$ cat src/rtl/gas_pump_pkg.sv
// Shared definitions for the gas pump dispenser: FSM state encoding and
// active-high 7-segment patterns (segment order gfedcba).
package gas_pump_pkg;

    typedef enum logic [1:0] {
        ST_IDLE     = 2'd0,
        ST_CALC     = 2'd1,
        ST_DISPENSE = 2'd2,
        ST_DONE     = 2'd3
    } pump_state_t;

    localparam logic [6:0] SEG_0     = 7'b0111111;
    localparam logic [6:0] SEG_1     = 7'b0000110;
    localparam logic [6:0] SEG_2     = 7'b1011011;
    localparam logic [6:0] SEG_3     = 7'b1001111;
    localparam logic [6:0] SEG_4     = 7'b1100110;
    localparam logic [6:0] SEG_5     = 7'b1101101;
    localparam logic [6:0] SEG_6     = 7'b1111101;
    localparam logic [6:0] SEG_7     = 7'b0000111;
    localparam logic [6:0] SEG_8     = 7'b1111111;
    localparam logic [6:0] SEG_9     = 7'b1101111;
    localparam logic [6:0] SEG_BLANK = 7'b0000000;

    // Decimal digit to segment pattern; non-decimal codes show blank.
    function automatic logic [6:0] seg_lookup(input logic [3:0] digit);
        logic [6:0] seg;
        case (digit)
            4'd0:    seg = SEG_0;
            4'd1:    seg = SEG_1;
            4'd2:    seg = SEG_2;
            4'd3:    seg = SEG_3;
            4'd4:    seg = SEG_4;
            4'd5:    seg = SEG_5;
            4'd6:    seg = SEG_6;
            4'd7:    seg = SEG_7;
            4'd8:    seg = SEG_8;
            4'd9:    seg = SEG_9;
            default: seg = SEG_BLANK;
        endcase
        return seg;
    endfunction

endpackage

$ cat src/rtl/seg7_decoder.sv
// Combinational 4-bit digit to 7-segment (gfedcba, active-high) decoder.
module seg7_decoder
    import gas_pump_pkg::*;
(
    input  logic [3:0] digit,
    output logic [6:0] segments
);

    assign segments = seg_lookup(digit);

endmodule

$ cat src/rtl/gas_pump_dispenser.sv
// Metered, credit-limited fuel dispenser.
// IDLE latches the request, CALC finds the deliverable volume by repeated
// subtraction of the price from the credit, DISPENSE delivers one litre per
// FLOW_DIV cycles, DONE pulses for one cycle.
// Optional macro GAS_PUMP_SEG_EN builds the two-digit 7-segment readout of
// running_cost mod 100; without it both digit outputs are blank.
module gas_pump_dispenser
    import gas_pump_pkg::*;
#(
    parameter int FUEL_W   = 8,
    parameter int PRICE_W  = 8,
    parameter int CREDIT_W = 16,
    parameter int N_GRADES = 4,
    parameter int FLOW_DIV = 4,
    parameter int COST_W   = FUEL_W + PRICE_W
) (
    input  logic                        clk,
    input  logic                        reset,
    input  logic                        start,
    input  logic                        stop,
    input  logic [$clog2(N_GRADES)-1:0] grade_sel,
    input  logic [N_GRADES*PRICE_W-1:0] price_table,
    input  logic [FUEL_W-1:0]           fuel_in_tank,
    input  logic [FUEL_W-1:0]           tank_capacity,
    input  logic [CREDIT_W-1:0]         customer_credit,
    output logic                        busy,
    output logic [FUEL_W-1:0]           fuel_dispensed,
    output logic [COST_W-1:0]           running_cost,
    output logic                        limited_by_credit,
    output logic [6:0]                  seg_digit1,
    output logic [6:0]                  seg_digit2,
    output logic                        done
);

    localparam logic [1:0] S_IDLE     = ST_IDLE;
    localparam logic [1:0] S_CALC     = ST_CALC;
    localparam logic [1:0] S_DISPENSE = ST_DISPENSE;
    localparam logic [1:0] S_DONE     = ST_DONE;

    localparam int FLOW_W = (FLOW_DIV > 1) ? $clog2(FLOW_DIV) : 1;
    localparam logic [FLOW_W-1:0] FLOW_LAST = FLOW_W'(FLOW_DIV - 1);

    logic [1:0]          state_reg;
    logic [PRICE_W-1:0]  price_reg;
    logic [FUEL_W-1:0]   target_reg;
    logic [FUEL_W-1:0]   amount_reg;
    logic [CREDIT_W-1:0] remainder_reg;
    logic [FUEL_W-1:0]   fuel_reg;
    logic [COST_W-1:0]   cost_reg;
    logic                limited_reg;
    logic [FLOW_W-1:0]   flow_reg;

    logic [PRICE_W-1:0]  price_arr [N_GRADES];
    logic [FUEL_W-1:0]   target_next;
    logic [FUEL_W-1:0]   fuel_next;
    logic [COST_W-1:0]   cost_next;
    logic                flow_wrap;
    logic                can_buy;

    // Unpack the flat price table so the grade index selects a whole word.
    generate
        for (genvar gi = 0; gi < N_GRADES; gi++) begin : g_price
            assign price_arr[gi] = price_table[gi*PRICE_W +: PRICE_W];
        end
    endgenerate

    assign target_next = (tank_capacity > fuel_in_tank) ? (tank_capacity - fuel_in_tank) : '0;
    assign fuel_next   = fuel_reg + 1'b1;
    assign cost_next   = cost_reg + COST_W'(price_reg);
    assign flow_wrap   = (flow_reg == FLOW_LAST);
    assign can_buy     = (remainder_reg >= CREDIT_W'(price_reg)) && (amount_reg < target_reg);

    // Transaction FSM with credit check and metered delivery.
    always_ff @(posedge clk or posedge reset) begin
        if (reset) begin
            state_reg     <= S_IDLE;
            price_reg     <= '0;
            target_reg    <= '0;
            amount_reg    <= '0;
            remainder_reg <= '0;
            fuel_reg      <= '0;
            cost_reg      <= '0;
            limited_reg   <= 1'b0;
            flow_reg      <= '0;
        end else begin
            case (state_reg)
                S_IDLE: begin
                    if (start) begin
                        price_reg     <= price_arr[grade_sel];
                        target_reg    <= target_next;
                        remainder_reg <= customer_credit;
                        amount_reg    <= '0;
                        fuel_reg      <= '0;
                        cost_reg      <= '0;
                        limited_reg   <= 1'b0;
                        flow_reg      <= '0;
                        state_reg     <= S_CALC;
                    end
                end
                S_CALC: begin
                    if (price_reg == '0) begin
                        // Free fuel: credit is irrelevant, deliver the full target.
                        amount_reg  <= target_reg;
                        limited_reg <= 1'b0;
                        state_reg   <= (target_reg == '0) ? S_DONE : S_DISPENSE;
                    end else if (can_buy) begin
                        remainder_reg <= remainder_reg - CREDIT_W'(price_reg);
                        amount_reg    <= amount_reg + 1'b1;
                    end else begin
                        limited_reg <= (amount_reg < target_reg);
                        state_reg   <= (amount_reg == '0) ? S_DONE : S_DISPENSE;
                    end
                end
                S_DISPENSE: begin
                    if (flow_wrap) begin
                        // A litre completing in the same cycle as stop still counts.
                        flow_reg <= '0;
                        fuel_reg <= fuel_next;
                        cost_reg <= cost_next;
                        if ((fuel_next == amount_reg) || stop) begin
                            state_reg <= S_DONE;
                        end
                    end else begin
                        flow_reg <= flow_reg + 1'b1;
                        if (stop) begin
                            state_reg <= S_DONE;
                        end
                    end
                end
                S_DONE: begin
                    state_reg <= S_IDLE;
                end
                default: begin
                    state_reg <= S_IDLE;
                end
            endcase
        end
    end

    assign busy              = (state_reg == S_CALC) || (state_reg == S_DISPENSE);
    assign done              = (state_reg == S_DONE);
    assign fuel_dispensed    = fuel_reg;
    assign running_cost      = cost_reg;
    assign limited_by_credit = limited_reg;

`ifdef GAS_PUMP_SEG_EN
    logic [COST_W-1:0] cost_mod;
    logic [3:0]        ones_digit;
    logic [3:0]        tens_digit;
    logic [6:0]        ones_seg;
    logic [6:0]        tens_seg;
    logic [6:0]        seg1_reg;
    logic [6:0]        seg2_reg;

    assign cost_mod   = cost_reg % COST_W'(100);
    assign ones_digit = 4'(cost_mod % COST_W'(10));
    assign tens_digit = 4'(cost_mod / COST_W'(10));

    seg7_decoder u_ones (
        .digit    (ones_digit),
        .segments (ones_seg)
    );

    seg7_decoder u_tens (
        .digit    (tens_digit),
        .segments (tens_seg)
    );

    // Register the decoded digits; the display lags running_cost by one cycle.
    always_ff @(posedge clk or posedge reset) begin
        if (reset) begin
            seg1_reg <= SEG_0;
            seg2_reg <= SEG_0;
        end else begin
            seg1_reg <= ones_seg;
            seg2_reg <= tens_seg;
        end
    end

    assign seg_digit1 = seg1_reg;
    assign seg_digit2 = seg2_reg;
`else
    assign seg_digit1 = SEG_BLANK;
    assign seg_digit2 = SEG_BLANK;
`endif

endmodule
$ cat config.mk
export PLATFORM = sky130hd
export DESIGN_NAME = gas_pump_dispenser
export DESIGN_NICKNAME = d
export VERILOG_FILES = /design/src/rtl/gas_pump_pkg.sv /design/src/rtl/seg7_decoder.sv /design/src/rtl/gas_pump_dispenser.sv
export SDC_FILE = /design/constraint.sdc
export NUM_CORES = 1
export LEC_CHECK = 0
export CAP_MARGIN = 20
export CORE_ASPECT_RATIO = 1.4
export CORE_MARGIN = 2
export CORE_UTILIZATION = 45
export CTS_BUF_LIST = sky130_fd_sc_hd__clkbuf_2 sky130_fd_sc_hd__clkbuf_4 sky130_fd_sc_hd__clkbuf_8
export DETAILED_ROUTE_END_ITERATION = 12
export PLACE_DENSITY_LB_ADDON = 0.1
export SETUP_SLACK_MARGIN = 0.3
export SLEW_MARGIN = 20
export SYNTH_ARGS = -nofsm -noshare
export SYNTH_HDL_FRONTEND = slang
export SYNTH_SLANG_ARGS = --single-unit
$ cat constraint.sdc
create_clock -name clk -period 6.9 [get_ports clk]
set_input_delay 1.38 -clock clk [delete_from_list [all_inputs] [get_ports clk]]
set_output_delay 1.38 -clock clk [all_outputs]
set_load 0.1 [all_outputs]
==> results of run 1 <==
-- cell type report --
cell class / instances / area (um2) / area share
antenna: 1 / 2.50 / 0.000391
clock buffer: 13 / 179 / 0.0279
multi-input combinational: 442 / 3180 / 0.497
tap: 144 / 180 / 0.0281
timing repair buffer: 97 / 968 / 0.151
inverter: 43 / 161 / 0.0252
clock inverter: 1 / 5.00 / 0.000781
sequential: 69 / 1730 / 0.269
-- cells by family after synthesis --
family,count (synthesis),synth area share
and+or+nand+nor,170,0.166
AOI/OAI and AO/OA,163,0.213
buffers and inverters,75,0.0665
DFF,69,0.331
adders and majority gates,43,0.108
xor gates and xnor gates,29,0.0488
muxes,23,0.0663
other,1,0.000720
-- per-layer routing --
layer / global-route usage / vias to the layer above / wire length, um / share of wire
met5: 0 / - / 0 / 0
met3: 0.0333 / 21 / 410 / 0.031
li1: - / 2238 / - / -
met2: 0.402 / 99 / 7210 / 0.54
met4: 0.0773 / 0 / 280 / 0.021
met1: 0.265 / 2229 / 5460 / 0.41
-- metrics by stage --
| step | util | setup WS (ns) | instances | hold slack (ns) | area (um2) |
|---|---|---|---|---|---|
| after floorplan | - | 3.62 | 586 | 0.463 | 5260 |
| after global placement | 0.549 | 2.87 | 795 | 0.477 | 6220 |
| after detailed placement | 0.549 | 2.79 | 795 | 0.494 | 6220 |
| after CTS | 0.565 | 3.14 | 809 | 0.503 | 6400 |
| after global routing | 0.565 | 2.90 | 810 | 0.507 | 6410 |
| final | 0.565 | 3.15 | 810 | 0.506 | 6410 |
-- where the power goes --
part | total, uW | switching (uW) | internal, uW
logic | 1590 | 1020 | 574
registers | 677 | 144 | 533
clock network | 318 | 153 | 165
total | 2580 | 1310 | 1270
-- worst max-delay path by stage --
stage,slack [ns],to,depth (start not counted)
after CTS,3.14,busy,3
after global placement,2.87,remainder_reg[3],5
after detailed placement,2.79,remainder_reg[3],5
final,3.15,busy,3
after floorplan,3.62,target_reg[3],11
after global routing,2.90,amount_reg[7],6
-- layout by cell type (no fill, tap or decap), drive strengths merged, types with 10 or more instances in the layout --
cell type,count
nor2,39
dfrtp,69
xor2,10
nand2,43
o21ai,48
inv,43
nor3,15
xnor2,19
a22o,11
clkdlybuf4s50,96
clkbuf,13
conb,14
mux2,12
nand3,13
a21oi,42
ha,40
==> qor.yml, run 1 <==
timing:
  post-route-min-period_ns: 3.75
  maxSlewHeadroom: 0.325
  worstMarginPinSlew_ns: 1.01
  rsz0062_at_grt: "false"
  clock.fmax_mhz: 267
  post-route-period-util: 0.543
  setup_viol: 0
  finClkSkew_ns: 0.00490
  final.setup.tns_ns: 0
  hold_viol_final: 0
  finalMaxSlewViolations: 0
yosys:
  yosys.area.top_type: "dfrtp_1"
  ys_seq_elements: 69
  synthFlopType: "dfrtp_1"
  ys_types: 67
  synth_most_common_cell: "dfrtp_1"
  synth_area_leaders: "dfrtp_1 33%, ha_1 9.6%, o21ai_0 4.2%"
  seq_area_frac_synth: 0.331
  ys.warnings.count: 0
  synth_area_um2: 5210
  synthTopCellsByCount: "69 x dfrtp_1, 44 x o21ai_0, 43 x inv_1, 42 x nand2_1, 40 x ha_1"
  synthArstFlopShare: 1.00
  syn_avg_cell_area_um2: 9.09
  synth_top_area_frac: 0.331
  synthCells: 573
  synth_edf_count: 0
critical_path:
  startpoint: "state_reg[0]"
  crit_arrival_ns: 2.37
  r2r_cells: 6
  critPathKind: "register to primary output"
  path_cells: "inv_1 -> ha_1 -> clkdlybuf4s50_1"
  critPathBufInv: 2
  endpoint_kind: "primary output"
  cp-start-kind: "register"
  crit_slowest_cell: "clkdlybuf4s50_1"
  reg2reg_slack_ns: 3.25
  cp_max_fo: 5
  r2r_end: "remainder_reg[3]"
  cp_top_family: "buffers and inverters"
  r2r-start: "state_reg[1]"
  critical_path_required_ns: 5.52
  cpPeakStageDelay_ns: 1.17
floorplan:
  die_h_um: 131
  row_count: 46
  die_width_um: 94.9
  initial_core_util: 0.459
  dieArea_um2: 12500
  fp.coreArea_um2: 11300
  boundaryPins: 111
pwr:
  power_uw: 2580
  peakVddDrop_mv: 0.205
  p_leak_uw: 0.00274
  power_density_nw_per_um2: 403
clock_tree:
  h-tree-depth: 3
  clock-sinks: 69
  postCtsSetupRepairBufs: 0
  cts_buffers: 9
  post_cts_resized: 0
  cts_tree: "built"
  worstSkewPairLatency_ns: 0.35
  hold_buffers: 0
  cts.clk_slew.worst_paths_ns: 0.07
  clock-root-buffer: "clkbuf_8"
  clockBufferDepth: 2
final_layout:
  final_nets: 775
  drive_above_1_share: 0.0812
  areaGrowthSynthToFinish_pct: 23.0
  fillerInstances: 1045
route:
  via_per_inst: 5.66
  dr_total_vias: 4587
  wl_per_cell_um: 16.5
  ant_nets: 0
  drcViolationCount: 0
  dr.pass1.iters: 4
  drtIter0Drc: 186
  wirelength_um: 13400
placed_design:
  io_buffers: 96
  gp_congestion: 0.852
  dp_hpwl_um: 10200
min_path:
  hold_class: "register to register"
  min_to: "flow_reg[1]"
  min_from: "flow_reg[1]"
  min_path_cells: 1
global_routing:
  gr-total-overflow: 0
  grtUsageTotal: 0.224
  grt_first_pass_wirelength_um: 22100
  antenna_found_initial: 1
  grt_pass1_vias: 4565
  grt_start_max_net_pins: 70
status:
  outcome: "finished, final reports clean"
run:
  maxCapViolations: 0
Note: power is estimated with default switching activity, not from simulation.
==> inputs of run 2 (changes only) <==
clock period = 3.3 ns   (was 6.9 ns; I/O delays follow)
==> qor.yml, run 2 (synthesis gave the netlist of run 1 again) <==
timing:
  post-route-period-util: 0.843
  setup_viol: 0  # unchanged
  holdWs_ns: 0.500  # -0.00647 ns
  post-route-min-period_ns: 2.78
  hold_viol_final: 0  # unchanged
  worstMarginPinSlew_ns: 0.788  # -0.222 ns
  finalMaxSlewViolations: 0  # unchanged
  rsz0062_at_grt: "false"
  finClkSkew_ns: 0.0103  # +0.00542 ns
  maxSlewHeadroom: 0.469  # +0.145
  clock.fmax_mhz: 360
  final.setup.tns_ns: 0  # unchanged
final_layout:
  post-route-util: 0.576  # +0.0106
  areaGrowthSynthToFinish_pct: 25.3
  fin_cells: 823  # +1.6%
  drive_above_1_share: 0.140  # +0.0587
  final_nets: 787  # +1.5%
  diodes: 0  # -1
  fillerInstances: 1044  # -0.096%
  final_cell_mix: "69 x dfrtp_1, 69 x clkdlybuf4s50_1, 44 x o21ai_0"
  design_area_um2: 6530  # +1.9%
floorplan:
  row_count: 46  # unchanged
  die_h_um: 131  # unchanged
  initial_core_util: 0.459  # unchanged
  fp.coreArea_um2: 11300  # unchanged
  die_width_um: 94.9  # unchanged
  dieArea_um2: 12500  # unchanged
  boundaryPins: 111  # unchanged
route:
  dr_total_vias: 4591  # +0.087%
  dr.pass1.iters: 4  # unchanged
  drtIter0Drc: 223  # +20%
  ant_nets: 0  # unchanged
  wirelength_um: 13200  # -1.3%
  drcViolationCount: 0  # unchanged
  via_per_inst: 5.58  # -1.5%
  wl_per_cell_um: 16.0  # -2.9%
clock_tree:
  post_cts_resized: 0  # unchanged
  cts_tree: "built"
  worstSkewPairLatency_ns: 0.36  # about the same
  clockBufferDepth: 2  # unchanged
  clock-sinks: 69  # unchanged
  cts_buffers: 9  # unchanged
  hold_buffers: 0  # unchanged
  postCtsSetupRepairBufs: 0  # unchanged
  h-tree-depth: 3  # unchanged
  cts.clk_slew.worst_paths_ns: 0.08  # about the same
  clock-root-buffer: "clkbuf_8"
pwr:
  p_leak_uw: 0.00289  # +5.6%
  power_density_nw_per_um2: 881  # +120%
  peakVddDrop_mv: 0.492  # +140%
critical_path:
  cp_top_family: "compound AO/OA/AOI/OAI gates"
  critical_path_required_ns: 3.55  # -1.97 ns
  crit_arrival_ns: 3.03  # +0.66 ns
  cp-start-kind: "register"
  reg2reg_slack_ns: 0.52  # -2.73 ns
  crit_slowest_cell: "dfrtp_1"
  path_cells: "ha_1 -> fa_1 -> nand2b_1 -> o2bb2ai_1 -> a21oi_4 -> o211ai_4 -> a21oi_2 -> buf_4 -> mux2_2"
  critPathKind: "register to register"
  endpoint_kind: "register"
  cp_max_fo: 7  # +2
  cpPeakStageDelay_ns: 0.42  # -0.75 ns
  critPathBufInv: 1  # -1
placed_design:
  place_area_um2: 6260  # +0.56%
  dp.cells: 807  # +1.5%
  io_buffers: 96  # unchanged
  dp_hpwl_um: 10300  # +1.3%
  gp_congestion: 0.832  # -2.5%
status:
  outcome: "finished, final reports clean"
global_routing:
  grt_start_max_net_pins: 40  # -43%
  grtUsageTotal: 0.220  # -0.00414
  antenna_found_initial: 0  # -1
  gr-total-overflow: 0  # unchanged
  grt_first_pass_wirelength_um: 21900  # -1.1%
  grt_pass1_vias: 4559  # -0.13%
run:
  maxCapViolations: 0  # unchanged
min_path:
  hold_class: "register to register"
run 2: changes by cell type in the layout (fill, tap and decap cells not counted):
| cell | before | now |
|---|---|---|
| buf_12 | 0 | 1 |
| buf_4 | 1 | 39 |
| bufinv_16 | 0 | 4 |
| clkbuf_8 | 13 | 10 |
| clkdlybuf4s50_1 | 96 | 69 |
| clkinv_4 | 0 | 1 |
| diode_2 | 1 | 0 |
run 2: final cells by class:
| class | instances | area (um2) | area share |
|---|---|---|---|
| multi-input cells | 442 | 3180 | 0.488 |
| flip-flops and latches | 69 | 1730 | 0.265 |
| repair buffers | 109 | 1000 | 0.154 |
| well taps | 144 | 180 | 0.0276 |
| inverters | 43 | 161 | 0.0247 |
| clock buffers | 10 | 138 | 0.0211 |
| clock inverters | 6 | 134 | 0.0205 |
run 2: layer usage:
layer / wire length (um) / global-route usage / vias up
li1: - / - / 2264
met1: 5460 / 0.266 / 2209
met2: 7090 / 0.395 / 103
met3: 430 / 0.0292 / 15
met4: 199 / 0.0684 / 0
met5: 0 / 0 / -
run 2: metrics by stage:
stage | power [uW] | worst slack, ns
floorplan | 3990 | 0.363
global placement | 4730 | 0.227
detailed placement | 4820 | 0.165
CTS | 5790 | 0.495
global route | 6220 | 0.304
finish | 5750 | 0.520
run 2: final timing paths:
kind,startpoint,end,cells past startpoint
max,price_reg[0],remainder_reg[3],9
min,flow_reg[1],flow_reg[1],1
max reg2reg,price_reg[0],remainder_reg[3],9
min reg2reg,flow_reg[1],flow_reg[1],1
max in group asynchronous,reset,remainder_reg[5],3
min in group asynchronous,reset,amount_reg[5],2
run 2: where the power goes:
group,total (uW),switching [uW],leakage [uW],internal [uW]
clock,946,347,0.000136,599
combinational,3400,2150,0.00186,1250
sequential,1410,291,0.000890,1110
